**src/rtl/c3lib_ckmux4_sel_ctrl_pkg.sv**
```systemverilog
// c3lib_ckmux4_sel_ctrl_pkg: shared types and default parameter values for the clock-mux select sequencer
package c3lib_ckmux4_sel_ctrl_pkg;
  typedef enum logic [2:0] {
    ST_IDLE   = 3'd0,
    ST_GATE   = 3'd1,
    ST_SWITCH = 3'd2,
    ST_SETTLE = 3'd3,
    ST_DONE   = 3'd4
  } state_t;
  typedef logic [1:0] sel_t;
  localparam int   DEF_GATE_CYC   = 4;
  localparam int   DEF_SETTLE_CYC = 8;
  localparam int   DEF_CNT_W      = 4;
  localparam sel_t DEF_RST_SEL    = 2'b00;
endpackage

```
**src/rtl/c3lib_ckmux4_sel_ctrl_cnt.sv**
```systemverilog
// c3lib_ckmux4_sel_ctrl_cnt: loadable down-counter that flags when it reads 1 and never decrements past 0
//   clk, rst    : clock and synchronous active-high reset (reset loads RST_VAL)
//   i_load      : load i_load_val on the next edge (wins over decrement)
//   i_load_val  : value to load
//   i_dec       : decrement request, ignored while the count is 0
//   o_last      : count equals 1
module c3lib_ckmux4_sel_ctrl_cnt #(
  parameter int               CNT_W   = 4,
  parameter logic [CNT_W-1:0] RST_VAL = '0
) (
  input  logic             clk,
  input  logic             rst,
  input  logic             i_load,
  input  logic [CNT_W-1:0] i_load_val,
  input  logic             i_dec,
  output logic             o_last
);
  logic [CNT_W-1:0] r_cnt;
  always_ff @(posedge clk) begin
    r_cnt <= rst ? RST_VAL :
             i_load ? i_load_val :
             (i_dec && r_cnt != '0) ? r_cnt - 1'b1 : r_cnt;
  end
  assign o_last = r_cnt == CNT_W'(1);
endmodule

```
**src/rtl/c3lib_ckmux4_sel_ctrl.sv**
```systemverilog
// c3lib_ckmux4_sel_ctrl: runt-free select sequencer for a 4:1 clock mux and its downstream clock gate
//   clk, rst        : reference clock, synchronous active-high reset
//   sel_vld/sel_val : select-change request and requested {s1,s0}
//   sel_rdy         : request can be accepted (IDLE and not in test override)
//   sel_done        : one-cycle pulse when a requested switch completes
//   busy            : sequencer not in IDLE
//   tst_override    : blocks new requests only
//   err_clr/sel_err : sticky protocol-error flag and its clear, active with C3LIB_CKMUX_SEL_ERR_EN
//   s0, s1, cur_sel : registered mux select
//   ck_en           : registered clock-gate enable
module c3lib_ckmux4_sel_ctrl
  import c3lib_ckmux4_sel_ctrl_pkg::*;
#(
  parameter int   GATE_CYC   = DEF_GATE_CYC,
  parameter int   SETTLE_CYC = DEF_SETTLE_CYC,
  parameter int   CNT_W      = DEF_CNT_W,
  parameter sel_t RST_SEL    = DEF_RST_SEL
) (
  input  logic       clk,
  input  logic       rst,
  input  logic       sel_vld,
  input  logic [1:0] sel_val,
  output logic       sel_rdy,
  output logic       sel_done,
  output logic       busy,
  input  logic       tst_override,
  input  logic       err_clr,
  output logic       sel_err,
  output logic       s0,
  output logic       s1,
  output logic       ck_en,
  output logic [1:0] cur_sel
);
  if (GATE_CYC < 1 || GATE_CYC >= (1 << CNT_W)) begin : g_gate_chk
    $error("GATE_CYC must be in 1..2**CNT_W-1");
  end
  if (SETTLE_CYC < 1 || SETTLE_CYC >= (1 << CNT_W)) begin : g_settle_chk
    $error("SETTLE_CYC must be in 1..2**CNT_W-1");
  end
  state_t           r_state;
  sel_t             r_sel;
  sel_t             r_new;
  logic             r_ck_en;
  logic             r_done;
  logic             r_init;
  logic             w_xfer;
  logic             w_same;
  logic             w_load;
  logic             w_dec;
  logic             w_last;
  logic [CNT_W-1:0] w_load_val;
  assign sel_rdy    = (r_state == ST_IDLE) & ~tst_override;
  assign w_xfer     = sel_vld & sel_rdy;
  assign w_same     = sel_val == r_sel;
  // GATE is loaded on a real switch request, SETTLE on the way out of SWITCH
  assign w_load     = (w_xfer & ~w_same) | (r_state == ST_SWITCH);
  assign w_load_val = (r_state == ST_SWITCH) ? CNT_W'(SETTLE_CYC) : CNT_W'(GATE_CYC);
  assign w_dec      = (r_state == ST_GATE) | (r_state == ST_SETTLE);
  c3lib_ckmux4_sel_ctrl_cnt #(
    .CNT_W   (CNT_W),
    .RST_VAL (CNT_W'(SETTLE_CYC))
  ) u_cnt (
    .clk        (clk),
    .rst        (rst),
    .i_load     (w_load),
    .i_load_val (w_load_val),
    .i_dec      (w_dec),
    .o_last     (w_last)
  );
  // Reset enters SETTLE so the gate opens only after the reset select has settled;
  // r_init hides the completion pulse of that start-up pass.
  always_ff @(posedge clk) begin
    if (rst) begin
      r_state <= ST_SETTLE;
      r_sel   <= RST_SEL;
      r_new   <= RST_SEL;
      r_ck_en <= 1'b0;
      r_done  <= 1'b0;
      r_init  <= 1'b1;
    end else begin
      case (r_state)
        ST_IDLE: begin
          if (w_xfer) begin
            r_state <= w_same ? ST_DONE : ST_GATE;
            r_ck_en <= w_same;
            r_done  <= w_same;
            r_new   <= sel_val;
          end
        end
        ST_GATE: begin
          if (w_last) begin
            r_state <= ST_SWITCH;
            r_sel   <= r_new;
          end
        end
        ST_SWITCH: r_state <= ST_SETTLE;
        ST_SETTLE: begin
          if (w_last) begin
            r_state <= ST_DONE;
            r_ck_en <= 1'b1;
            r_done  <= ~r_init;
          end
        end
        ST_DONE: begin
          r_state <= ST_IDLE;
          r_done  <= 1'b0;
          r_init  <= 1'b0;
        end
        default: begin
          r_state <= ST_SETTLE;
          r_ck_en <= 1'b0;
          r_done  <= 1'b0;
        end
      endcase
    end
  end
  assign busy     = r_state != ST_IDLE;
  assign sel_done = r_done;
  assign ck_en    = r_ck_en;
  assign s0       = r_sel[0];
  assign s1       = r_sel[1];
  assign cur_sel  = r_sel;
`ifdef C3LIB_CKMUX_SEL_ERR_EN
  logic r_err;
  always_ff @(posedge clk) begin
    r_err <= rst ? 1'b0 : (sel_vld & ~sel_rdy) ? 1'b1 : err_clr ? 1'b0 : r_err;
  end
  assign sel_err = r_err;
`else
  logic w_unused;
  assign w_unused = err_clr;
  assign sel_err  = 1'b0;
`endif
endmodule

```
**config.mk**
```make
export PLATFORM = sky130hd
export DESIGN_NAME = c3lib_ckmux4_sel_ctrl
export DESIGN_NICKNAME = d
export VERILOG_FILES = /design/src/rtl/c3lib_ckmux4_sel_ctrl_pkg.sv /design/src/rtl/c3lib_ckmux4_sel_ctrl_cnt.sv /design/src/rtl/c3lib_ckmux4_sel_ctrl.sv
export SDC_FILE = /design/constraint.sdc
export NUM_CORES = 1
export LEC_CHECK = 0
export ABC_AREA = 1
export BUFFER_PORTS_ARGS = -buffer_cell sky130_fd_sc_hd__buf_4
export CORE_MARGIN = 3
export CORE_UTILIZATION = 40
export CTS_CLUSTER_DIAMETER = 60
export DETAILED_ROUTE_END_ITERATION = 7
export PLACE_DENSITY_LB_ADDON = 0.12
export RECOVER_POWER = 100
export SETUP_SLACK_MARGIN = 0.2
export SYNTH_ARGS = -nofsm -noshare
export SYNTH_HDL_FRONTEND = slang
export SYNTH_SLANG_ARGS = --single-unit
export TNS_END_PERCENT = 50
```
**constraint.sdc**
```tcl
create_clock -name clk -period 2.4 [get_ports clk]
set_input_delay 0.48 -clock clk [delete_from_list [all_inputs] [get_ports clk]]
set_output_delay 0.48 -clock clk [all_outputs]
set_load 0.01 [all_outputs]
```
==> qor.csv, run 1 <==
metric,value,unit
Root Driver,clkbuf_4,
Sink Count,14,
r2r worst-path depth,7,
Sw Ratio,45.46,%
Worst Hold Class,in -> reg,
Max Cap Viol,0,
Post-synth EDFFs,0,
P_leak,0.0004091,uW
IO Count,16,
CTS Buffer Depth,2,
DRC errors left,0,
post-DP HPWL,1277,um
Iteration-0 DRC Markers,9,
clock transition at the registers of the reported paths,0.08,ns
endpoint class of the critical path,output pin,
via count,694,
final hold vios,0,
Placeable Area,1821,um2
Worst Path Required,1.92,ns
CTS tree,done,
P_int,580.6,uW
routed len/inst,10.44,um
Logic pwr share,55.3,%
Max Freq,585.6,MHz
Worst-Skew Late Latency,0.28,ns
share of async-settable or async-resettable flops after synthesis,0,%
total global-route track usage,14.06,%
Setup Skew,0.004375,ns
syn_area_per_cell,7.120,um2
power density over the cells,1221,nW/um2
port buffer count,13,
area growth from synthesis to layout,8.398,%
post-CTS sizing,0,
Setup CP Type,reg -> out,
Setup crit start kind,register,
Yosys warnings,0,
vias per cell,4.596,
std cell rows,15,
Net Sw Power,483.9,uW
Antenna diodes,0,
final hold slack,0.3922,ns
Num CTS Buffers,3,
first-pass GRT wire length,2649,um
die height,50.85,um
post-synthesis sequential area ratio,34.84,%
share of layout cells above drive strength 1,11.90,%
Starting Density,44.19,%
unrepaired setup endpoints after global routing,no,
htree depth,1,
DR pass1 iterations,4,
peak supply drop,0.6538,mV
nets,137,
post-route minimum period,1.708,ns
die width,50.85,um
Setup Viol. Count Final,0,
Clock Power Share,12.3,%
hold buffer count at CTS,0,
Tcrit/Tclk final,71.15,%
status,finished clean,
final RePlAce weighted congestion,0.8505,
CP arrival,1.23,ns
Final WS setup,0.6925,ns
Crit Path Max Fanout,5,
footprint of the multi-input gates,406.6,um2
synth unique cells,26,
Sequential Power Share,32.4,%
grt total ovfl,0,
Post-Syn Area,804.5,um2
largest net degree at the start of global routing,11,
FF/Latch Area,280.3,um2
die area,2585,um2
Mapped Cells,113,
design area,872.1,um2
hold path depth,2,
initial antenna violation count,0,
total length of routed wires,1577,um
fin. max-slew vios,0,
placement-stage worst setup slack,1.055,ns
setup_tns,0,ns
Post CTS Setup Buffer Count,0,
fin util,47.90,%
fill count,206,
Routed Antenna Nets,0,
vias in the first global route,632,
synthesized flop and latch total,14,
Syn Nets,122,
Synth Flop Type,dfxtp_1,
dpl cell area,910.9,um2
## through the flow
step	cells	power, uW
5_1_grt	151	1192
4_1_cts	151	1133
2_1_floorplan	113	868.9
3_3_place_gp	148	982.3
3_5_place_dp	148	991.3
6_report	151	1065
## state kept, by name, indices dropped and copies added (netlist names)
signal	count
cur_sel	2
r_new	2
u_cnt.r_cnt	4
sel_done	1
ck_en	1
r_state	3
r_init	1
## cell type report
cell class              count  area share, %
well taps                  25          3.587
inverters                  17          7.317
multi-input cells          79          46.63
clock buffers               3          2.582
repair buffers             13          7.747
flip-flops and latches     14          32.14
## worst max-delay path, cell delays in order, from the launching register on
cell and delay (ns):
dfxtp_1 0.35, inv_1 0.15, nand2_1 0.10, nor2_1 0.18, clkbuf_1 0.18
## placed cells by master (no fill, tap or decap)
master and n:
clkbuf_1 8, nor2_1 12, conb_1 1, nor2b_1 1, nand4_1 1, a31oi_1 1
inv_1 15, buf_4 5, xnor2_1 3, nor2_2 2, o21ai_1 1, a21oi_1 6
nor3_2 1, nand2_2 1, xor2_1 1, clkinv_1 1, nor3_1 1, nand3_2 1
nand3_1 9, nand2_1 24, ha_1 2, and2_1 1, inv_2 1, o21ai_0 8
nor2_4 1, clkbuf_4 3, dfxtp_1 14, nand3b_1 1
## cells in the mapped netlist, drive strengths merged, types with 2 or more instances
master / number / area, um2
buf: 3 / 22.52
nand2: 25 / 101.4
inv: 16 / 60.06
dfxtp: 14 / 280.3
nor3: 2 / 20.02
a21oi: 6 / 30.03
ha: 2 / 25.02
nand3: 10 / 60.06
o21ai: 9 / 48.79
nor2: 15 / 78.83
xnor2: 3 / 26.28
## kinds of logic after synthesis
kind of cell,synth area share (%)
AOI/OAI and AO/OA,10.58
xor gates and xnor gates,4.355
adders and majority gates,3.110
buffers and inverters,10.73
DFF,34.84
other,0.4661
and+or+nand+nor,35.93
## power by group through the flow
stage               combinational (uW)  sequential, uW  clock, uW
floorplan                          519             350          0
global placement                   628             354          0
detailed placement                 637             354          0
CTS                                640             349        143
global route                       681             354        156
finish                             589             344        131
## worst paths after layout
path / from / slack (ns) / endpoint
setup / recovery: r_state[2] / 0.69 / sel_rdy
hold / removal: rst / 0.39 / r_state[2]
setup reg to reg: r_state[0] / 1.02 / r_state[1]
hold reg to reg: r_new[0] / 0.46 / cur_sel[0]
## metal layers
metal / share of wire [%] / track usage (%) / vias up
li1: - / - / 381
met1: 48 / 15.52 / 303
met2: 49 / 23.70 / 8
met3: 2.4 / 5.248 / 2
met4: 1.1 / 6.726 / 0
met5: 0 / 0 / -
Power figures use the tool's default switching activity.
==> inputs of run 2 (changes only) <==
==> constraint.sdc (replaced) <==
create_clock -name clk -period 1.6 [get_ports clk]
set_input_delay 0.32 -clock clk [delete_from_list [all_inputs] [get_ports clk]]
set_output_delay 0.32 -clock clk [all_outputs]
set_load 0.01 [all_outputs]
==> qor.csv, run 2 (same netlist as run 1, synthesis figures left out) <==
metric,value,unit,change
Largest regs,"u_cnt.r_cnt x4, r_state x3",,unchanged
Clock Power Share,15.0,%,was 12.3%
"most common cell after layout, fill and taps aside",nand2_1,,unchanged
first-pass GRT wire length,2718,um,was 2649 um
Sequential Power Share,30.5,%,was 32.4%
WL met1,737,um,was 755 um
peak supply drop,1.003,mV,was 0.6538 mV
std cell rows,15,,unchanged
port buffer count,13,,unchanged
met3 WL post-DR,53,um,was 38 um
Logic pwr share,54.5,%,was 55.3%
Setup crit start kind,register,,unchanged
post-DP HPWL,1211,um,was 1277 um
Antenna diodes,0,,unchanged
Max Freq,708.8,MHz,
total length of routed wires,1589,um,was 1577 um
CTS Buffer Depth,2,,unchanged
Starting Density,44.19,%,unchanged
share of layout cells above drive strength 1,21.71,%,was 11.90%
Largest register FFs,4,,unchanged
power density over the cells,1838,nW/um2,was 1221 nW/um2
met2 routed WL,789,um,was 766 um
htree depth,1,,unchanged
Sw Ratio,45.05,%,was 45.46%
die width,50.85,um,unchanged
P_int,945.3,uW,was 580.6 uW
hold buffer count at CTS,0,,unchanged
CTS tree,done,,unchanged
final hold vios,0,,unchanged
Sink Count,14,,unchanged
IO Count,16,,unchanged
largest net degree at the start of global routing,11,,unchanged
Net Sw Power,774.9,uW,was 483.9 uW
P_leak,0.0004341,uW,was 0.0004091 uW
Root Driver,clkbuf_4,,unchanged
vias per cell,4.669,,was 4.596
status,finished clean,,unchanged
fin. max-slew vios,0,,unchanged
routed len/inst,10.32,um,was 10.44 um
final RePlAce weighted congestion,0.8629,,was 0.8505
slowest cell delay on critical path,0.34,ns,was 0.35 ns
grt total ovfl,0,,unchanged
Worst-Skew Late Latency,0.28,ns,about the same
placement-stage worst setup slack,0.3299,ns,was 1.055 ns
Setup Skew,0.002710,ns,was 0.004375 ns
nets,139,,was 137
Final WS setup,0.1892,ns,was 0.6925 ns
vias in the first global route,615,,was 632
Routed Antenna Nets,0,,unchanged
Setup CP Type,reg -> out,,unchanged
initial antenna violation count,0,,unchanged
area growth from synthesis to layout,16.33,%,was 8.398%
via count,719,,was 694
die height,50.85,um,unchanged
Placeable Area,1821,um2,unchanged
Worst Hold Class,in -> reg,,unchanged
fin util,51.41,%,was 47.90%
Crit Path Max Fanout,3,,was 5
CP arrival,1.09,ns,was 1.23 ns
Worst Path Required,1.28,ns,was 1.92 ns
Max Cap Viol,0,,unchanged
Iteration-0 DRC Markers,4,,was 9
clock transition at the registers of the reported paths,0.09,ns,was 0.08 ns
Setup Viol. Count Final,0,,unchanged
DR pass1 iterations,2,,was 4
endpoint class of the critical path,output pin,,unchanged
crit-path cells,nor2_1 > nand2_2 > nor2_4 > buf_4,,was inv_1 > nand2_1 > nor2_1 > clkbuf_1
Largest Register,u_cnt.r_cnt,,unchanged
Num CTS Buffers,3,,unchanged
die area,2585,um2,unchanged
unrepaired setup endpoints after global routing,yes,,was no
slowest cell on the critical path,dfxtp_1,,unchanged
total global-route track usage,14.11,%,was 14.06%
uppermost routed layer,met4,,unchanged
DRC errors left,0,,unchanged
Tcrit/Tclk final,88.17,%,
setup_tns,0,ns,unchanged
post-route minimum period,1.411,ns,
most frequent cells in the layout,"23 x nand2_1, 13 x inv_1, 13 x dfxtp_1",,"was 24 x nand2_1, 15 x inv_1, 14 x dfxtp_1"
## run 2: cell type report
| cell class | instances | area [um2] |
|---|---|---|
| Timing Repair Buffer | 15 | 90.09 |
| Clock buffer | 4 | 36.28 |
| Fill cell | 183 | 884.6 |
| Tap cell | 25 | 31.28 |
| Inverter | 17 | 66.31 |
| Multi-Input combinational cell | 79 | 430.4 |
| Sequential cell | 14 | 281.5 |
## run 2: path summary, 6_finish.rpt
check | from | endpoint | slack [ns] | cells past startpoint
worst max-delay path | r_state[0] | sel_rdy | 0.19 | 4
worst min-delay path | rst | r_state[2] | 0.21 | 2
worst max register to register | r_state[1] | r_state[1] | 0.25 | 8
worst min register to register | r_new[1] | r_new[1] | 0.47 | 2
## run 2: worst max-delay path: cells and delay by family, from the launching register on
family | cells | cell delay [ns]
buffers and inverters | 1 | 0.12
DFF | 1 | 0.34
and+or+nand+nor | 3 | 0.34
## run 2: per-stage QoR
step	hold WS, ns	instances	instance area (um2)	power [uW]
after global routing	0.1994	154	935.9	1907
after global placement	0.4490	148	910.9	1473
after floorplan	0.3897	113	804.5	1303
final	0.2149	154	935.9	1720
after CTS	0.2071	154	977.2	1785
after detailed placement	0.4512	148	910.9	1485
## run 2: power groups by stage
stage | combinational [uW] | sequential, uW | clock [uW]
after floorplan | 779 | 524 | 0
after global placement | 942 | 531 | 0
after detailed placement | 955 | 530 | 0
after CTS | 989 | 532 | 264
after global routing | 1090 | 537 | 283
final | 938 | 524 | 258
## run 2: per-layer routing
layer / up-vias / GRT usage (%)
li1: 388 / -
met1: 320 / 17.12
met2: 9 / 23.26
met3: 2 / 5.248
met4: 0 / 4.036
met5: - / 0
## run 2: what timing repair did
| action | 4_1_cts | 5_1_grt |
|---|---|---|
| endpoints found under the setup margin | 2 | 3 |
| setup buffers | 2 | 0 |
| pin swaps | 2 | 3 |
| resized for setup | 6 | 2 |
| hold endpoints to repair | 0 | 0 |
